## src/rtl/vga_bounce_pixel_gen_pkg.sv

```systemverilog
// Shared constants for the bouncing-square pixel generator: frame timing, window size,
// direction-state encoding and RGB values.
package vga_bounce_pixel_gen_pkg;

    localparam int H_TOTAL  = 800;
    localparam int V_TOTAL  = 521;
    localparam int WIN_SIZE = 256;

    // Per-axis direction bit: 0 = moving toward +coord (right/down), 1 = toward -coord
    localparam logic DIR_POS = 1'b0;
    localparam logic DIR_NEG = 1'b1;

    // {dx,dy} direction states
    localparam logic [1:0] DIR_DOWN_RIGHT = {DIR_POS, DIR_POS};

    localparam logic [2:0] RGB_BLACK = 3'b000;
    localparam logic [2:0] RGB_BLUE  = 3'b001;
`ifdef VGA_PIXGEN_GRID_EN
    localparam logic [2:0] RGB_WHITE = 3'b111;
`endif

endpackage

```

## src/rtl/vga_bounce_axis.sv

```systemverilog
// One axis of the bouncing square: next position and direction for a single update step,
// reflecting off the 0 and MAX walls without 8-bit wrap.
module vga_bounce_axis
    import vga_bounce_pixel_gen_pkg::*;
#(
    parameter int STEP = 1,
    parameter int MAX  = 240
) (
    input  logic [7:0] pos,
    input  logic       dir,
    output logic [7:0] next_pos,
    output logic       next_dir
);

    logic [8:0] sum;

    always_comb begin
        sum      = {1'b0, pos} + 9'(STEP);
        next_pos = pos;
        next_dir = dir;
        if (dir == DIR_POS) begin
            if (sum > 9'(MAX)) begin
                next_pos = 8'(9'(2 * MAX) - sum);
                next_dir = DIR_NEG;
            end else begin
                next_pos = sum[7:0];
            end
        end else begin
            if (pos < 8'(STEP)) begin
                next_pos = 8'(STEP) - pos;
                next_dir = DIR_POS;
            end else begin
                next_pos = pos - 8'(STEP);
            end
        end
    end

endmodule

```

## src/rtl/vga_bounce_pixel_gen.sv

```systemverilog
// Pixel source for the VGA controller: checkerboard window with a square bouncing once per
// FRAME_DIV frames. Define VGA_PIXGEN_GRID_EN to overlay a white 32-pixel grid on the background.
//
// state          | meaning ({dx,dy})
// DOWN_RIGHT  00 | x increasing, y increasing (reset state)
// DOWN_LEFT   10 | x decreasing, y increasing
// UP_RIGHT    01 | x increasing, y decreasing
// UP_LEFT     11 | x decreasing, y decreasing
module vga_bounce_pixel_gen
    import vga_bounce_pixel_gen_pkg::*;
#(
    parameter int WIN_X0    = 242,
    parameter int WIN_Y0    = 142,
    parameter int SQ_SIZE   = 16,
    parameter int STEP      = 1,
    parameter int FRAME_DIV = 1
) (
    input  logic       Clock,
    input  logic       Reset,
    input  logic [9:0] iHcounter,
    input  logic [9:0] iVcounter,
    input  logic       iPause,
    input  logic [2:0] iColor,
    output logic [2:0] oVGA_RGB,
    output logic [7:0] oXRedCounter,
    output logic [7:0] oYRedCounter,
    output logic [2:0] oColorCuadro,
    output logic       oFrameTick
);

    localparam int MAX = WIN_SIZE - SQ_SIZE;

    logic [7:0] div_cnt;
    logic [1:0] dir_state;
    logic       frame_end;
    logic       update;
    logic [7:0] next_x;
    logic [7:0] next_y;
    logic       next_dx;
    logic       next_dy;

    assign frame_end = (iHcounter == 10'(H_TOTAL - 1)) && (iVcounter == 10'(V_TOTAL - 1));
    assign update    = frame_end && (div_cnt == 8'(FRAME_DIV - 1));

    vga_bounce_axis #(.STEP(STEP), .MAX(MAX)) u_axis_x (
        .pos      (oXRedCounter),
        .dir      (dir_state[1]),
        .next_pos (next_x),
        .next_dir (next_dx)
    );

    vga_bounce_axis #(.STEP(STEP), .MAX(MAX)) u_axis_y (
        .pos      (oYRedCounter),
        .dir      (dir_state[0]),
        .next_pos (next_y),
        .next_dir (next_dy)
    );

    // Position moves only on the frame-end edge, so every visible pixel of a frame sees one position
    always_ff @(posedge Clock or negedge Reset) begin
        if (!Reset) begin
            oFrameTick   <= 1'b0;
            div_cnt      <= '0;
            dir_state    <= DIR_DOWN_RIGHT;
            oXRedCounter <= '0;
            oYRedCounter <= '0;
            oColorCuadro <= '0;
        end else begin
            oFrameTick   <= frame_end;
            oColorCuadro <= iColor;
            if (frame_end) begin
                div_cnt <= update ? '0 : div_cnt + 8'd1;
            end
            if (update && !iPause) begin
                oXRedCounter <= next_x;
                oYRedCounter <= next_y;
                dir_state    <= {next_dx, next_dy};
            end
        end
    end

    logic       in_win;
    logic [7:0] lx;
    logic [7:0] ly;
    logic [7:0] dx_sq;
    logic [7:0] dy_sq;
    logic [2:0] pixel;

    assign in_win = (iHcounter >= 10'(WIN_X0)) && (iHcounter < 10'(WIN_X0 + WIN_SIZE)) &&
                    (iVcounter >= 10'(WIN_Y0)) && (iVcounter < 10'(WIN_Y0 + WIN_SIZE));
    assign lx     = 8'(iHcounter - 10'(WIN_X0));
    assign ly     = 8'(iVcounter - 10'(WIN_Y0));
    assign dx_sq  = lx - oXRedCounter;
    assign dy_sq  = ly - oYRedCounter;

    always_comb begin
        pixel = RGB_BLACK;
        if (in_win) begin
            if (dx_sq < 8'(SQ_SIZE) && dy_sq < 8'(SQ_SIZE)) begin
                pixel = iColor;
`ifdef VGA_PIXGEN_GRID_EN
            end else if (lx[4:0] == 5'd0 || ly[4:0] == 5'd0) begin
                pixel = RGB_WHITE;
`endif
            end else begin
                pixel = (lx[4] ^ ly[4]) ? RGB_BLUE : RGB_BLACK;
            end
        end
    end

    always_ff @(posedge Clock or negedge Reset) begin
        if (!Reset) begin
            oVGA_RGB <= RGB_BLACK;
        end else begin
            oVGA_RGB <= pixel;
        end
    end

endmodule
```

## config.mk

```make
export PLATFORM = sky130hd
export DESIGN_NAME = vga_bounce_pixel_gen
export DESIGN_NICKNAME = d
export VERILOG_FILES = /design/src/rtl/vga_bounce_pixel_gen_pkg.sv /design/src/rtl/vga_bounce_axis.sv /design/src/rtl/vga_bounce_pixel_gen.sv
export SDC_FILE = /design/constraint.sdc
export NUM_CORES = 1
export LEC_CHECK = 0
export CORE_MARGIN = 2
export CORE_UTILIZATION = 35
export CTS_CLUSTER_SIZE = 8
export DETAILED_ROUTE_END_ITERATION = 8
export PLACE_DENSITY_LB_ADDON = 0.15
export SYNTH_ARGS = -nofsm -noshare
export SYNTH_HDL_FRONTEND = slang
export SYNTH_SLANG_ARGS = --single-unit
```

## constraint.sdc

```tcl
create_clock -name Clock -period 2.73 [get_ports Clock]
set_clock_uncertainty 0.05 [all_clocks]
set_input_delay 0.546 -clock Clock [delete_from_list [all_inputs] [get_ports Clock]]
set_output_delay 0.546 -clock Clock [all_outputs]
set_load 0.02 [all_outputs]
```

### Yosys cells after proc, flatten, opt, wreduce, memory -nomap -nowiden

Index checks and enable logic that the tools add are counted.

* reductions and logical operators: 9
* order comparisons: 10
* add/sub/neg operators: 13
* equality and inequality tests: 2
* bitwise logic cells: 1
* multiplexer cells: 16

Operators by type and width (count)
* $mux 8: 7
* $eq 10x10->1 const B: 2
* $ge 10x8->1 const B: 2
* $lt 10x9->1 const B: 2
* $add 8x1->9 const B: 2
* $gt 9x8->1 const B: 2
* $lt 8x1->1 const B: 2
* $lt 8x5->1 const B: 2
* $sub 1x8->8 const A: 2
* $sub 8x1->8 const B: 2
* $sub 8x8->8: 2
* $sub 8x8->8 const A: 2
* $sub 8x8->8 const B: 2
* $add 8x1->8 const B: 1
* $logic_not 8->1: 1
* $logic_and 1x1->1: 7
* $mux 1: 7
* $mux 3: 2
* $logic_not 1->1: 1
* $xor 1x1->1: 1

* flip-flop bits (word level): 33
* logic and storage cells: 58
* input bits: 26

### Logic depth before layout (Yosys ltp)

* word-level depth: 6
* depth in mapped cells: 13

### Hierarchy

From an unflattened synthesis, not the netlist that was laid out.

* cell total of the unflattened synthesis: 424
* area total of the unflattened synthesis: 3352.0 sq um

By module, submodules not included
* vga_bounce_pixel_gen: area an instance 2028.2 sq um, cells each 212, instances 1
* vga_bounce_axis: area an instance 661.9 sq um, cells each 106, instances 2

### Least setup slack after synthesis

No wires, ideal clock.

* path type: input to register
* start: input port iHcounter[3]
* end: register oVGA_RGB[0]
* buffers on the path: 0
* cell stages on the path: 11
* arrival: 2629 ps
* data required time: 2601 ps
* slack: -29 ps
* cells stage by stage: or3_1 > nand3_1 > xnor2_1 > ha_1 > xor2_1 > or3_1 > a21oi_1 > mux2i_1 > nor3_1 > and4_1 > mux2i_1

* longest elaborated chain between the ends: 6
* elaborated cells on any way between the ends: 13

Ends and longest elaborated chain
* start: declaration: RTL line vga_bounce_pixel_gen.sv:20 `input logic [9:0] iHcounter,`
* $sub 8x8->8: RTL line vga_bounce_pixel_gen.sv:91 `assign lx = 8'(iHcounter - 10'(WIN_X0));`
* $sub 8x8->8: RTL line vga_bounce_pixel_gen.sv:93 `assign dx_sq = lx - oXRedCounter;`
* $lt 8x5->1: RTL line vga_bounce_pixel_gen.sv:99 `if (dx_sq < 8'(SQ_SIZE) && dy_sq < 8'(SQ_SIZE)) begin`
* $logic_and 1x1->1: RTL line vga_bounce_pixel_gen.sv:99
* $mux 3: RTL line vga_bounce_pixel_gen.sv:99
* $mux 3 (*): RTL line vga_bounce_pixel_gen.sv:98 `if (in_win) begin`
* net pixel[0]: RTL line vga_bounce_pixel_gen.sv:87 `logic [2:0] pixel;`
* end signal: assignment: RTL line vga_bounce_pixel_gen.sv:115 `oVGA_RGB <= pixel;`
* end: declaration: RTL line vga_bounce_pixel_gen.sv:24 `output logic [2:0] oVGA_RGB,`

The timed path passes the listed nets; every way through them passes the cells marked *.
A chain may end at the register's enable or synchronous reset.

### Final worst setup path

* start: input port iHcounter[1]
* end: register oVGA_RGB[0]

Same word-level chain as after synthesis.

==> tab_implementation.tex <==
\begin{tabular}{lr}
\hline
Metric & Value \\
\hline
\multicolumn{2}{l}{\textbf{Route}} \\
Total number of vias & 3366 \\
Routed wire per std cell & 15.2 µm \\
Vias per cell & 5.47 \\
Routed wire length & 9370 µm \\
Number of remaining DRC errors & 0 \\
Starting DRC count in detailed routing & 187 \\
Drt pass-1 iters & 4 \\
Post-DRT Antenna Nets & 0 \\
\multicolumn{2}{l}{\textbf{Worst setup path}} \\
CP max FO & 3 \\
Most prevalent standard cell on the critical path & mux2i\_1 \\
Gate family responsible for the most delay along the worst path & simple AND/OR/NAND/NOR gates \\
WP data required & 2.90 ns \\
Highest cell delay on the worst timing path & 0.40 ns \\
Critical Path End Type & register \\
Count of buffer and inverter cells on the critical path & 1 \\
List of cells traversed by the critical path & buf\_6, or3\_4, nand3\_4, xnor2\_2, ha\_1, xor2\_1, or3\_1, a21oi\_2, mux2i\_1, nor3\_1, and4\_4, mux2i\_1 \\
Critical Setup Path Class & in -> reg \\
Endpoint arrival time on the critical path & 2.86 ns \\
Type of element launching the critical path & input port \\
Master of the slowest instance on the critical path & or3\_4 \\
\multicolumn{2}{l}{\textbf{Synthesis}} \\
Total number of yosys warnings & 0 \\
Cell taking the most area after synthesis & dfrtp\_1 \\
Most used flip-flop cell after synthesis & dfrtp\_1 \\
Flip-flop and latch count after synthesis & 33 \\
Synth cell count leaders & o21ai\_0, dfrtp\_1, a21oi\_1 \\
Most instantiated library cell after synthesis & o21ai\_0 \\
Number of enable-type register cells in the synthesized netlist & 0 \\
Biggest area contributors in the synthesized netlist & dfrtp\_1, ha\_1, o21ai\_0 \\
Synth Instances & 415 \\
Synthesized cell area & 3290 µm² \\
Mean cell area of the mapped netlist & 7.93 µm² \\
Proportion of synthesized chip area in sequential cells & 25.1\% \\
Async set-reset flop share out of synthesis & 100\% \\
Synth unique cells & 60 \\
Net count of the mapped netlist & 465 \\
Area share of the leading cell type in the synthesized netlist & 25.1\% \\
\multicolumn{2}{l}{\textbf{Global routing}} \\
Maximum number of pins on one net before global-route repair & 34 \\
Number of antenna violations at the first check in global routing & 0 \\
Wire length of the first global-routing pass & 15500 µm \\
Global-route total usage across every layer & 19.0\% \\
Total gr overflow & 0 \\
Via count of the first global-routing pass & 3224 \\
\multicolumn{2}{l}{\textbf{Clocking}} \\
Number of buffers created by CTS & 5 \\
Hold buffers post-CTS & 0 \\
Maximum buffer depth of the clock tree & 2 \\
Post-CTS clock slew at the launch and capture registers of the worst setup and hold paths & 0.08 ns \\
Clock sink total & 33 \\
H-Tree Depth & 2 \\
Insertion delay to the later sink of the worst-skew pair & 0.29 ns \\
Clock tree from TritonCTS & yes \\
Root buf cell & clkbuf\_8 \\
\multicolumn{2}{l}{\textbf{Floorplanning}} \\
Width of the die & 101 µm \\
Core Box Area & 9200 µm² \\
IO Count & 49 \\
Row count & 35 \\
Effective utilization at floorplan & 35.8\% \\
Area of the die & 10200 µm² \\
Die height & 101 µm \\
\multicolumn{2}{l}{\textbf{Flow run}} \\
Max-cap check violation count & 0 \\
\multicolumn{2}{l}{\textbf{Finish}} \\
Final design instance area without fill & 4460 µm² \\
Share of cells above drive strength 1 & 19.8\% \\
Net count reported at finish & 553 \\
Syn-to-layout area delta & 35.5\% \\
Number of antenna repair diodes & 0 \\
Fillcell total & 935 \\
Final Core Density & 48.5\% \\
\multicolumn{2}{l}{\textbf{Timing}} \\
Setup Viol. Count Final & 0 \\
Transition time at the pin with the least slew margin & 0.778 ns \\
Final period demand of the worst path & 2.69 ns \\
Post-route setup TNS & 0 ns \\
Number of failing hold endpoints at the final stage & 0 \\
Setup repair after global routing missed its margin & true \\
Final critical-path share of the clock period & 98.7\% \\
Final Max Tran Viols & 0 \\
Relative max-transition margin & 48.1\% \\
Final critical-path setup slack & 0.0366 ns \\
Top achievable clock speed & 371 MHz \\
\multicolumn{2}{l}{\textbf{Placed design}} \\
Routability-driven placement congestion ratio & 0.886 \\
Number of buffer cells added on primary ports & 48 \\
DP Area & 4210 µm² \\
Sum of net half-perimeters after detailed placement & 7160 µm \\
Minimum setup slack after placement & -0.576 ns \\
\multicolumn{2}{l}{\textbf{Hold path}} \\
Tightest Hold Check Type & in -> async \\
\multicolumn{2}{l}{\textbf{Power}} \\
Reported leakage power & 1.91 nW \\
Cell area power density & 272 nW/µm² \\
Design Power & 0.00121 W \\
Maximum vdd ir drop & 0.000165 V \\
\multicolumn{2}{l}{\textbf{Outcome}} \\
Run status & completed \\
\hline
\end{tabular}
## power by group
group	internal [W]	switching, W	leakage [nW]
registers	0.000491	0.00000127	0.411
logic	0.000126	0.000104	1.45
clock network	0.000298	0.000193	0.0585
## worst register-to-register path: stages (launching register included)
cell	delay (ns)
dfrtp_1	0.59
inv_1	0.20
ha_2	0.25
xor2_1	0.16
or3_1	0.38
a21oi_2	0.14
mux2i_1	0.09
nor3_1	0.18
and4_4	0.26
mux2i_1	0.18
## layer usage
metal,up-vias,wire length (µm),GRT usage [%]
met5,-,0,0
met4,0,131,5.82
met3,11,461,3.40
met2,88,4270,29.6
li1,1696,-,-
met1,1571,4510,26.7
## worst paths after layout
kind | from | endpoint | slack, ns | depth (start not counted)
min in group Clock | div_cnt[7] | div_cnt[7] | 0.43 | 1
worst max-delay path | iHcounter[1] | oVGA_RGB[0] | 0.04 | 12
worst min-delay path | Reset | oYRedCounter[2] | 0.28 | 1
max in group asynchronous | Reset | oXRedCounter[1] | 1.80 | 1
worst min register to register | div_cnt[7] | div_cnt[7] | 0.43 | 1
worst max register to register | oXRedCounter[5] | oVGA_RGB[0] | 0.19 | 9
## timing repair
item	in CTS	in global routing
endpoints found under the setup margin	6	12
setup buffers	1	2
resized for setup	17	27
cloned	0	0
pin swaps	15	14
## per-stage QoR
| step | cells | hold WS, ns |
|---|---|---|
| after CTS | 613 | 0.309 |
| after global placement | 604 | 0.416 |
| after floorplan | 415 | 0.200 |
| after global routing | 615 | 0.342 |
| final | 615 | 0.283 |
| after detailed placement | 604 | 0.414 |
## cells by family after synthesis
kind of cell	count (synthesis)	synth area share, %
AO/OA/AOI/OAI	122	23.5
XOR/XNOR	33	8.79
adder cells (fa/ha/maj)	24	9.13
buffers and inverters	48	6.05
flip-flops	33	25.1
multiplexers	9	2.78
AND/OR/NAND/NOR	146	24.6
## final cells by class
type / instances / area [µm²] / area share [%]
Inverter: 25 / 93.8 / 2.10
Sequential cell: 33 / 827 / 18.6
Timing Repair Buffer: 104 / 906 / 20.3
Clock inverter: 1 / 30.0 / 0.674
Tap cell: 111 / 139 / 3.12
Clock buffer: 7 / 86.3 / 1.94
Multi-Input combinational cell: 334 / 2380 / 53.3
## placed cells by master, fill, tap and decap left out, types with 4 or more instances in the layout
master / netlist / routed
dfrtp_1: 33 / 32
clkdlybuf4s50_1: 0 / 37
or3_1: 9 / 6
nand4b_1: 4 / 4
nor2b_1: 8 / 8
inv_1: 23 / 23
buf_4: 2 / 55
nor3_1: 7 / 6
a31oi_1: 7 / 7
and3_1: 8 / 5
a211oi_1: 5 / 4
ha_1: 24 / 22
o211ai_1: 4 / 4
xor2_1: 15 / 14
nor4_1: 4 / 4
nand2_1: 24 / 24
mux2i_1: 8 / 8
nand4_1: 10 / 10
clkbuf_8: 0 / 6
dlymetal6s2s_1: 0 / 4
xnor2_1: 18 / 17
o21ai_0: 34 / 32
o31ai_1: 8 / 7
a21oi_1: 30 / 28
nand2b_1: 7 / 7
a21o_1: 4 / 4
nand3_1: 21 / 20
nor2_1: 27 / 27
and2_1: 5 / 5
## flip-flops by register name, summed over array words and instances, names as in the netlist
signal and cells:
oXRedCounter 8, dir_state 2, div_cnt 8, oColorCuadro 3, oVGA_RGB 3, oFrameTick 1, oYRedCounter 8
Note: power is estimated with default switching activity, not from simulation.
